## src/rtl/ysyx_041461_if_fetch.sv

```systemverilog
// rtl/ysyx_041461_if_fetch.sv - instruction fetch stage: PC owner, single-outstanding 64-bit read, IF/ID outputs
module ysyx_041461_if_fetch #(
    parameter logic [63:0] RESET_PC = 64'h0000_0000_3000_0000,
    parameter logic [3:0]  TRAP_NOP = 4'h0,
    parameter logic [3:0]  TRAP_IAF = 4'h1,
    parameter logic [3:0]  TRAP_IAM = 4'h2
) (
    input  logic        clk,
    input  logic        rst,
    input  logic        id_accept,
    input  logic        redirect_valid,
    input  logic [63:0] redirect_pc,
    output logic        imem_arvalid,
    output logic [63:0] imem_araddr,
    input  logic        imem_arready,
    input  logic        imem_rvalid,
    input  logic [63:0] imem_rdata,
    input  logic [1:0]  imem_rresp,
    output logic        imem_rready,
    output logic        if_valid_out,
    output logic [3:0]  if_trap_out,
    output logic [31:0] if_inst_out,
    output logic [63:0] if_pc_out
);

    typedef enum logic [1:0] {IDLE, REQ, RESP, HOLD} state_t;

    state_t      state, state_nxt;
    logic [63:0] pc, pc_nxt;
    logic        kill, kill_nxt;
    logic        ar_hold, ar_hold_nxt;
    logic [63:0] ar_addr, ar_addr_nxt;
    logic        load_out;
    logic [3:0]  trap_nxt;
    logic [31:0] inst_nxt;
    logic        misaligned;

    assign misaligned   = (pc[1:0] != 2'b00);
    assign if_valid_out = (state == HOLD);
    // A redirect during an unaccepted address phase moves pc, so the pending
    // address is frozen in ar_addr until the handshake completes.
    assign imem_araddr  = ar_hold ? ar_addr : {pc[63:3], 3'b000};

    always_ff @(posedge clk or posedge rst) begin
        if (rst) begin
            state       <= IDLE;
            pc          <= RESET_PC;
            kill        <= 1'b0;
            ar_hold     <= 1'b0;
            ar_addr     <= 64'd0;
            if_trap_out <= TRAP_NOP;
            if_inst_out <= 32'd0;
            if_pc_out   <= RESET_PC;
        end else begin
            state   <= state_nxt;
            pc      <= pc_nxt;
            kill    <= kill_nxt;
            ar_hold <= ar_hold_nxt;
            ar_addr <= ar_addr_nxt;
            if (load_out) begin
                if_trap_out <= trap_nxt;
                if_inst_out <= inst_nxt;
                if_pc_out   <= pc;
            end
        end
    end

    always_comb begin
        state_nxt    = state;
        pc_nxt       = pc;
        kill_nxt     = kill;
        ar_hold_nxt  = ar_hold;
        ar_addr_nxt  = ar_addr;
        load_out     = 1'b0;
        trap_nxt     = TRAP_NOP;
        inst_nxt     = 32'd0;
        imem_arvalid = 1'b0;
        imem_rready  = 1'b0;
        case (state)
            IDLE: begin
                if (redirect_valid) begin
                    pc_nxt = redirect_pc;
                end
                state_nxt = REQ;
            end
            REQ: begin
                if (ar_hold || !misaligned) begin
                    imem_arvalid = 1'b1;
                    if (imem_arready) begin
                        state_nxt   = RESP;
                        ar_hold_nxt = 1'b0;
                        if (redirect_valid) begin
                            kill_nxt = 1'b1;
                            pc_nxt   = redirect_pc;
                        end
                    end else if (redirect_valid) begin
                        kill_nxt    = 1'b1;
                        pc_nxt      = redirect_pc;
                        ar_hold_nxt = 1'b1;
                        if (!ar_hold) begin
                            ar_addr_nxt = {pc[63:3], 3'b000};
                        end
                    end
                end else if (redirect_valid) begin
                    pc_nxt = redirect_pc;
                end else begin
                    load_out  = 1'b1;
                    trap_nxt  = TRAP_IAM;
                    state_nxt = HOLD;
                end
            end
            RESP: begin
                imem_rready = 1'b1;
                if (redirect_valid) begin
                    pc_nxt = redirect_pc;
                    if (imem_rvalid) begin
                        kill_nxt  = 1'b0;
                        state_nxt = REQ;
                    end else begin
                        kill_nxt = 1'b1;
                    end
                end else if (imem_rvalid) begin
                    if (kill) begin
                        kill_nxt  = 1'b0;
                        state_nxt = REQ;
                    end else begin
                        load_out  = 1'b1;
                        state_nxt = HOLD;
                        if (imem_rresp != 2'b00) begin
                            trap_nxt = TRAP_IAF;
                        end else begin
                            inst_nxt = pc[2] ? imem_rdata[63:32] : imem_rdata[31:0];
                        end
                    end
                end
            end
            HOLD: begin
                if (redirect_valid) begin
                    pc_nxt    = redirect_pc;
                    state_nxt = REQ;
                end else if (id_accept) begin
                    pc_nxt    = pc + 64'd4;
                    state_nxt = REQ;
                end
            end
            default: state_nxt = IDLE;
        endcase
    end

endmodule

```

## config.mk

```make
export PLATFORM = sky130hd
export DESIGN_NAME = ysyx_041461_if_fetch
export DESIGN_NICKNAME = d
export VERILOG_FILES = /design/src/rtl/ysyx_041461_if_fetch.sv
export SDC_FILE = /design/constraint.sdc
export NUM_CORES = 1
export LEC_CHECK = 0
export ABC_AREA = 0
export CELL_PAD_IN_SITES_DETAIL_PLACEMENT = 1
export CELL_PAD_IN_SITES_GLOBAL_PLACEMENT = 1
export CORE_ASPECT_RATIO = 1.75
export CORE_MARGIN = 10
export CORE_UTILIZATION = 31
export CTS_CLUSTER_DIAMETER = 150
export DETAILED_ROUTE_END_ITERATION = 8
export DONT_BUFFER_PORTS = 1
export PLACE_DENSITY = 0.53
export SYNTH_ARGS = -nofsm -noshare
export SYNTH_HDL_FRONTEND = slang
export SYNTH_SLANG_ARGS = --single-unit
```

## constraint.sdc

```tcl
create_clock -name clk -period 9.5 [get_ports clk]
set_input_delay 1.9 -clock clk [delete_from_list [all_inputs] [get_ports clk]]
set_output_delay 1.9 -clock clk [all_outputs]
set_load 0.05 [all_outputs]
```

Yosys cells after proc, flatten, opt, wreduce, memory -nomap -nowiden. Cells that the tools add are included.

Bits in registers: 232. Input port bits: 136.

$add $sub $neg: 1. Equality and inequality tests: 11. Mux-type cells: 44. Bitwise gates (word level): 1. Reduce and logical (&&, ||, !) cells: 13.

Operator list (number): $mux 64 (4); $mux 32 (6); $pmux 64 s2 (1); $add 64x3->64 const B (1); $mux 2 (11); $mux 1 (18); $ne 3x3->1 const B (4); $reduce_and 4->1 (3); $pmux 2 s4 (1); $reduce_bool 2->1 (4); $ne 2x2->1 const B (3); $eq 2x2->1 const B (2); $pmux 1 s2 (2); $pmux 2 s2 (1); $reduce_and 3->1 (1); $reduce_or 3->1 (1); $eq 2x1->1 const B (1); $logic_not 2->1 (1); $ne 2x1->1 const B (1); $reduce_and 2->1 (1); $logic_not 1->1 (1); $logic_or 1x1->1 (1); $not 1->1 (1).

Logic depth before layout (Yosys ltp). Gate-level depths: netlist of the first run.

Depth after elaboration: 6. Gate-level depth with buffers: 9.

Worst setup path before layout of the first run. Ideal clock, no wire load.

Kind: register to output. Start: reg ar_hold. End: out imem_araddr[26]. Arrival time: 1.882 ns. Slack: 5.718 ns. Cell stages (with the launch flop): 4. Path through: dfrtp_1 -> clkbuf_1 -> clkbuf_1 -> o21ai_0.

Cells in the longest elaborated chain, start to end: 1.

RTL lines: from (decl) (RTL line 31) `logic ar_hold, ar_hold_nxt;`; from (signal assigned) (RTL line 58) `ar_hold <= ar_hold_nxt;`; $mux 64; to (decl) (RTL line 14) `output logic [63:0] imem_araddr,`.

Every way passes these cells.

Worst setup path after layout of the first run.
Start: reg ar_hold. End: out imem_araddr[10].

Same word-level chain as after synthesis.

==> results of run 1 <==
==> cell type report <==
cell class	count	area, um^2	share of cell area
clock buffer	35	723.2	0.05785
inverter	12	52.55	0.004204
clock inverter	10	157.7	0.01261
timing repair buffer	9	67.56	0.005405
tap	470	588.1	0.04704
sequential	230	5766	0.4612
antenna	2	5.005	0.0004004
multi-input combinational	681	5141	0.4113
==> metal layers <==
layer | up-vias | wire, um | track usage
li1 | 3514 | - | -
met1 | 3986 | 12690 | 0.1626
met2 | 177 | 20140 | 0.3044
met3 | 31 | 3020 | 0.05153
met4 | 0 | 511 | 0.03681
met5 | - | 0 | 0
==> flip-flops by register name, summed over array words and instances, names as in the netlist <==
register,cells
ar_addr,64
state,2
ar_hold,1
if_inst_out,32
kill,1
if_trap_out,2
if_pc_out,64
pc,64
==> cell families (layout without fill, tap and decap cells) <==
| kind of cell | count (synthesis) | count (layout) | synth area share |
|---|---|---|---|
| multiplexers | 215 | 215 | 0.2125 |
| AND/OR/NAND/NOR | 286 | 286 | 0.1349 |
| adder cells (fa/ha/maj) | 4 | 4 | 0.004472 |
| other | 1 | 4 | 0.0003351 |
| buffers and inverters | 79 | 66 | 0.02772 |
| AO/OA/AOI/OAI | 142 | 142 | 0.08027 |
| flip-flops | 230 | 230 | 0.5147 |
| XOR/XNOR | 32 | 32 | 0.02504 |
==> placed cells by master, fill, tap and decap left out, types with 25 or more instances in the layout <==
cell / Yosys / final
nand2_1: 104 / 104
mux2_2: 181 / 181
o31ai_1: 44 / 44
mux2i_1: 34 / 34
clkbuf_16: 0 / 25
nor2_1: 44 / 44
nand3_1: 27 / 27
a31oi_1: 26 / 26
dfrtp_1: 226 / 224
o21ai_0: 53 / 49
==> critical path, cell delays in order, from the launching register on <==
cell,delay (ns)
dfrtp_4,0.71
buf_4,0.58
nand2_1,0.11
o21ai_1,0.61
==> path summary, 6_finish.rpt <==
check                           start               to  slack (ns)  cells after the start
setup / recovery              ar_hold  imem_araddr[10]        5.04                      3
hold / removal             ar_addr[2]       ar_addr[2]        0.50                      1
setup reg to reg              ar_hold    if_pc_out[42]        5.64                      6
hold reg to reg            ar_addr[2]       ar_addr[2]        0.50                      1
max in group asynchronous         rst          ar_hold        6.48                      2
min in group asynchronous         rst     if_pc_out[4]        1.32                      1
==> power by group <==
| group | internal (mW) | total (mW) | switching [mW] |
|---|---|---|---|
| logic | 0.423 | 1.11 | 0.688 |
| registers | 1.28 | 2.03 | 0.756 |
| clock network | 0.639 | 1.06 | 0.423 |
| total | 2.34 | 4.20 | 1.87 |
==> per-stage QoR <==
stage	power, mW	util	cells
after floorplan	2.927	-	990
after global placement	3.159	0.3244	1402
after detailed placement	3.199	0.3244	1402
after CTS	4.280	0.3490	1447
after global routing	4.409	0.3492	1449
final	4.204	0.3492	1449
==> impl_metrics.toml, run 1 <==
[placement]
gp_congestion = 0.7521
placed_area_um2 = 11610
pre_cts_ws_ns = 5.047
port_buffers = 0
hpwl_um = 26590

[synthesis]
ys_warn_count = 0
synth.top_cells.by_count = "dfrtp_1, mux2_2, nand2_1"
synth_top_area_frac = 0.5053
synth.distinct_cells = 54
synthFlopType = "dfrtp_1"
netlist_area_um2 = 11190
yosysMostFrequentCell = "dfrtp_1"
ys_seq_area_frac = 0.5147
async_reset_ff_frac = 1.000
synthCells = 989
yosys_register_bits = 230
synth-edff-count = 0
yosysTopAreaCell = "dfrtp_1"
synthTopCellsByArea = "dfrtp_1, mux2_2, nand2_1"
syn_area_per_cell_um2 = 11.32

[floorplan]
ios = 303
rows = 92
core_um2 = 35800
dieHeight_um = 271.4
dieArea_um2 = 44400
die_w_um = 163.6
start_util = 0.3126

[power_and_ir_drop]
powerDensity_nw_per_um2 = 336.3
peakVddDrop_mv = 0.1694
leakage_nw = 5.031

[outcome]
status = "complete, no violations"

[hold_path]
hold_path.class = "flop to flop"

[clocking]
numClockSinks = 230
cts_buffers = 25
worstSkewPairLatency_ns = 0.54
clockBufferDepth = 3
cts_tree = "yes"
post_cts.repair.setup_buffers = 0
ctsResizeCount = 0
hold_buffers = 0
cts_htree_levels = 1
clk_pin_slew_ns = 0.06
cts_root_buf = "clkbuf_16"

[sta]
setup_ws_ns = 5.044
post-route-period-util = 0.4691
fin_skew_ns = 0.01401
max_freq_mhz = 224.4
rsz0062_at_grt = "no"
slew_headroom = 0.2450
whs_ns = 0.4985
finalSetupViolations = 0
setup_tns_ns = 0
hold_viol = 0
worstMarginPinSlew_ns = 1.125
post-route-min-period_ns = 4.456
finalMaxSlewViolations = 0

[global_routing]
grt_pass1_wl_um = 55550
grt_antenna_before_repair = 2
grt_pass1_vias = 8470
grt_max_degree = 109
track_usage = 0.1598
grt_overflow_total = 0

[critical_path]
crit_arrival_ns = 2.56
criticalPathCategory = "flop to output pin"
cp-start-kind = "flop"
critPathRequiredTime_ns = 7.60
end_kind = "output pin"
cp_max_fo = 41

[cells_and_area]
final_area_um2 = 12500
area_growth_pct = 11.69
drive_gt1_frac = 0.2631
nets = 1099
fill_cells = 3873

[route]
avgViaCountPerCell = 5.320
wl_per_cell_um = 25.10
firstDrtPassIters = 4
wirelength_um = 36370
drc_errors = 0
antenna_left = 0
first_iter_violations = 271
vias = 7708

[flow_run]
cap_violations = 0
Power figures use the tool's default switching activity.
==> inputs of run 2 (changes only) <==
Settings changed: PLACE_DENSITY 0.53 to 0.55.
Clock period 9.5 ns to 3.75 ns, I/O delays scaled along.
==> run 2 against run 1 <==
Compared with the run above: combinational power increased to 2.6 times the previous value; highest routed layer is now met5; clock power is 130% higher; critical endpoint is now pc[61]; sequential share of layout area fell by 0.20 points; routed wire length is 0.40% lower; cell area grew 0.43%; core utilization is 0.15 points higher; first-iteration DRC count grew 23%; clock skew about the same; global-route usage decreased by 0.14 points; register-to-register slack lost 5.0 ns; hold slack worse by 0.35 ns.
==> impl_metrics.toml, run 2 (synthesis results as in run 1) <==
[clocking]
cts_buffers = 25
ctsResizeCount = 0
cts_root_buf = "clkbuf_16"
cts_tree = "yes"
hold_buffers = 0
worstSkewPairLatency_ns = 0.53
numClockSinks = 230
post_cts.repair.setup_buffers = 0
clockBufferDepth = 3
clk_pin_slew_ns = 0.06
cts_htree_levels = 1

[cells_and_area]
mostFrequentLayoutCell = "dfrtp_1"
finalCoreUtilization = 0.3507
final_cell_mix = "dfrtp_1, mux2_2, nand2_1"
nets = 1111
area_growth_pct = 12.17
largestRegisters = "ar_addr: 64 flops, if_pc_out: 64 flops, pc: 64 flops"
final_area_um2 = 12550
drive_gt1_frac = 0.2740

[global_routing]
grt_pass1_wl_um = 54800
grt_pass1_vias = 8509
track_usage = 0.1584
grt_overflow_total = 0
grt_max_degree = 106
grt_antenna_before_repair = 5

[sta]
rsz0062_at_grt = "no"
whs_ns = 0.1464
finalSetupViolations = 0
hold_viol = 0
setup_tns_ns = 0
slew_headroom = 0.2101
fin_skew_ns = 0.01389
max_freq_mhz = 325.3
post-route-period-util = 0.8196
worstMarginPinSlew_ns = 1.177
finalMaxSlewViolations = 0
post-route-min-period_ns = 3.074

[placement]
hpwl_um = 26720
gp_congestion = 0.7434
port_buffers = 0
placed_area_um2 = 11730

[floorplan]
dieHeight_um = 271.4
rows = 92
die_w_um = 163.6
ios = 303
dieArea_um2 = 44400
start_util = 0.3126
core_um2 = 35800

[flow_run]
cap_violations = 0

[critical_path]
crit_path_end = "pc[61]"
cp-startpoint = "state[1]"
criticalPathCategory = "flop to flop"
critPathRequiredTime_ns = 4.20
timing.rr.start = "state[1]"
worst_r2r_path_depth = 7
rr_endpoint = "pc[61]"
cp_max_fo = 13
crit_arrival_ns = 3.52
reg2reg_slack_ns = 0.68
end_kind = "flop"
cp-start-kind = "flop"

[route]
drc_errors = 0
vias = 7723
first_iter_violations = 334
wirelength_um = 36220
wl_per_cell_um = 24.76
antenna_left = 0
avgViaCountPerCell = 5.279
firstDrtPassIters = 4

[power_and_ir_drop]
leakage_nw = 5.065
powerDensity_nw_per_um2 = 835.4
peakVddDrop_mv = 0.5364
totalPowerFinal_mw = 10.49

[hold_path]
hold_path.class = "primary input to async pin"

[outcome]
status = "complete, no violations"
==> run 2: final cells by class <==
type                    count  area (um^2)
diodes                      4        10.01
flip-flops and latches    230         5766
well taps                 470        588.1
clock inverters            11        88.84
inverters                  12        48.80
multi-input cells         681         5141
fillers                  3856        23240
clock buffers              34        729.5
repair buffers             21        182.7
==> run 2: routing by layer <==
metal  part of all wire  track usage  up-vias
met5            0.00036            0        -
met4              0.021      0.05002        2
met3              0.075      0.04517       42
met2               0.55       0.3008      197
met1               0.35       0.1604     3939
li1                   -            -     3543
==> run 2: worst min path at each step <==
stage / cells past startpoint / end / startpoint / slack, ns
4_1_cts: 1 / pc[10] / rst / 0.14
6_report: 1 / pc[0] / rst / 0.15
2_1_floorplan: 1 / ar_addr[0] / ar_addr[0] / 0.46
3_5_place_dp: 1 / ar_addr[0] / ar_addr[0] / 0.48
3_3_place_gp: 1 / ar_addr[0] / ar_addr[0] / 0.47
5_1_grt: 1 / pc[10] / rst / 0.16
==> run 2: where the power goes <==
part	switching [mW]	internal [mW]	leakage [nW]
registers	1.86	3.23	2.81
clock network	1.06	1.43	0.407
logic	1.80	1.10	1.85
total	4.73	5.76	5.07
==> run 2: stage by stage <==
| stage | std cells | setup slack [ns] |
|---|---|---|
| after detailed placement | 1414 | 0.6111 |
| after floorplan | 990 | -0.004688 |
| after global routing | 1463 | 0.4245 |
| after CTS | 1459 | 0.5632 |
| final | 1463 | 0.6763 |
| after global placement | 1414 | 0.6934 |
==> run 2: worst max-delay path: stages (launching register included) <==
cell and delay, ns:
dfrtp_1 0.39, ha_1 0.19, buf_4 0.23, nand4_2 0.27, nor4_4 0.67, nand2_1 0.45, or4_1 0.61, a31oi_1 0.17
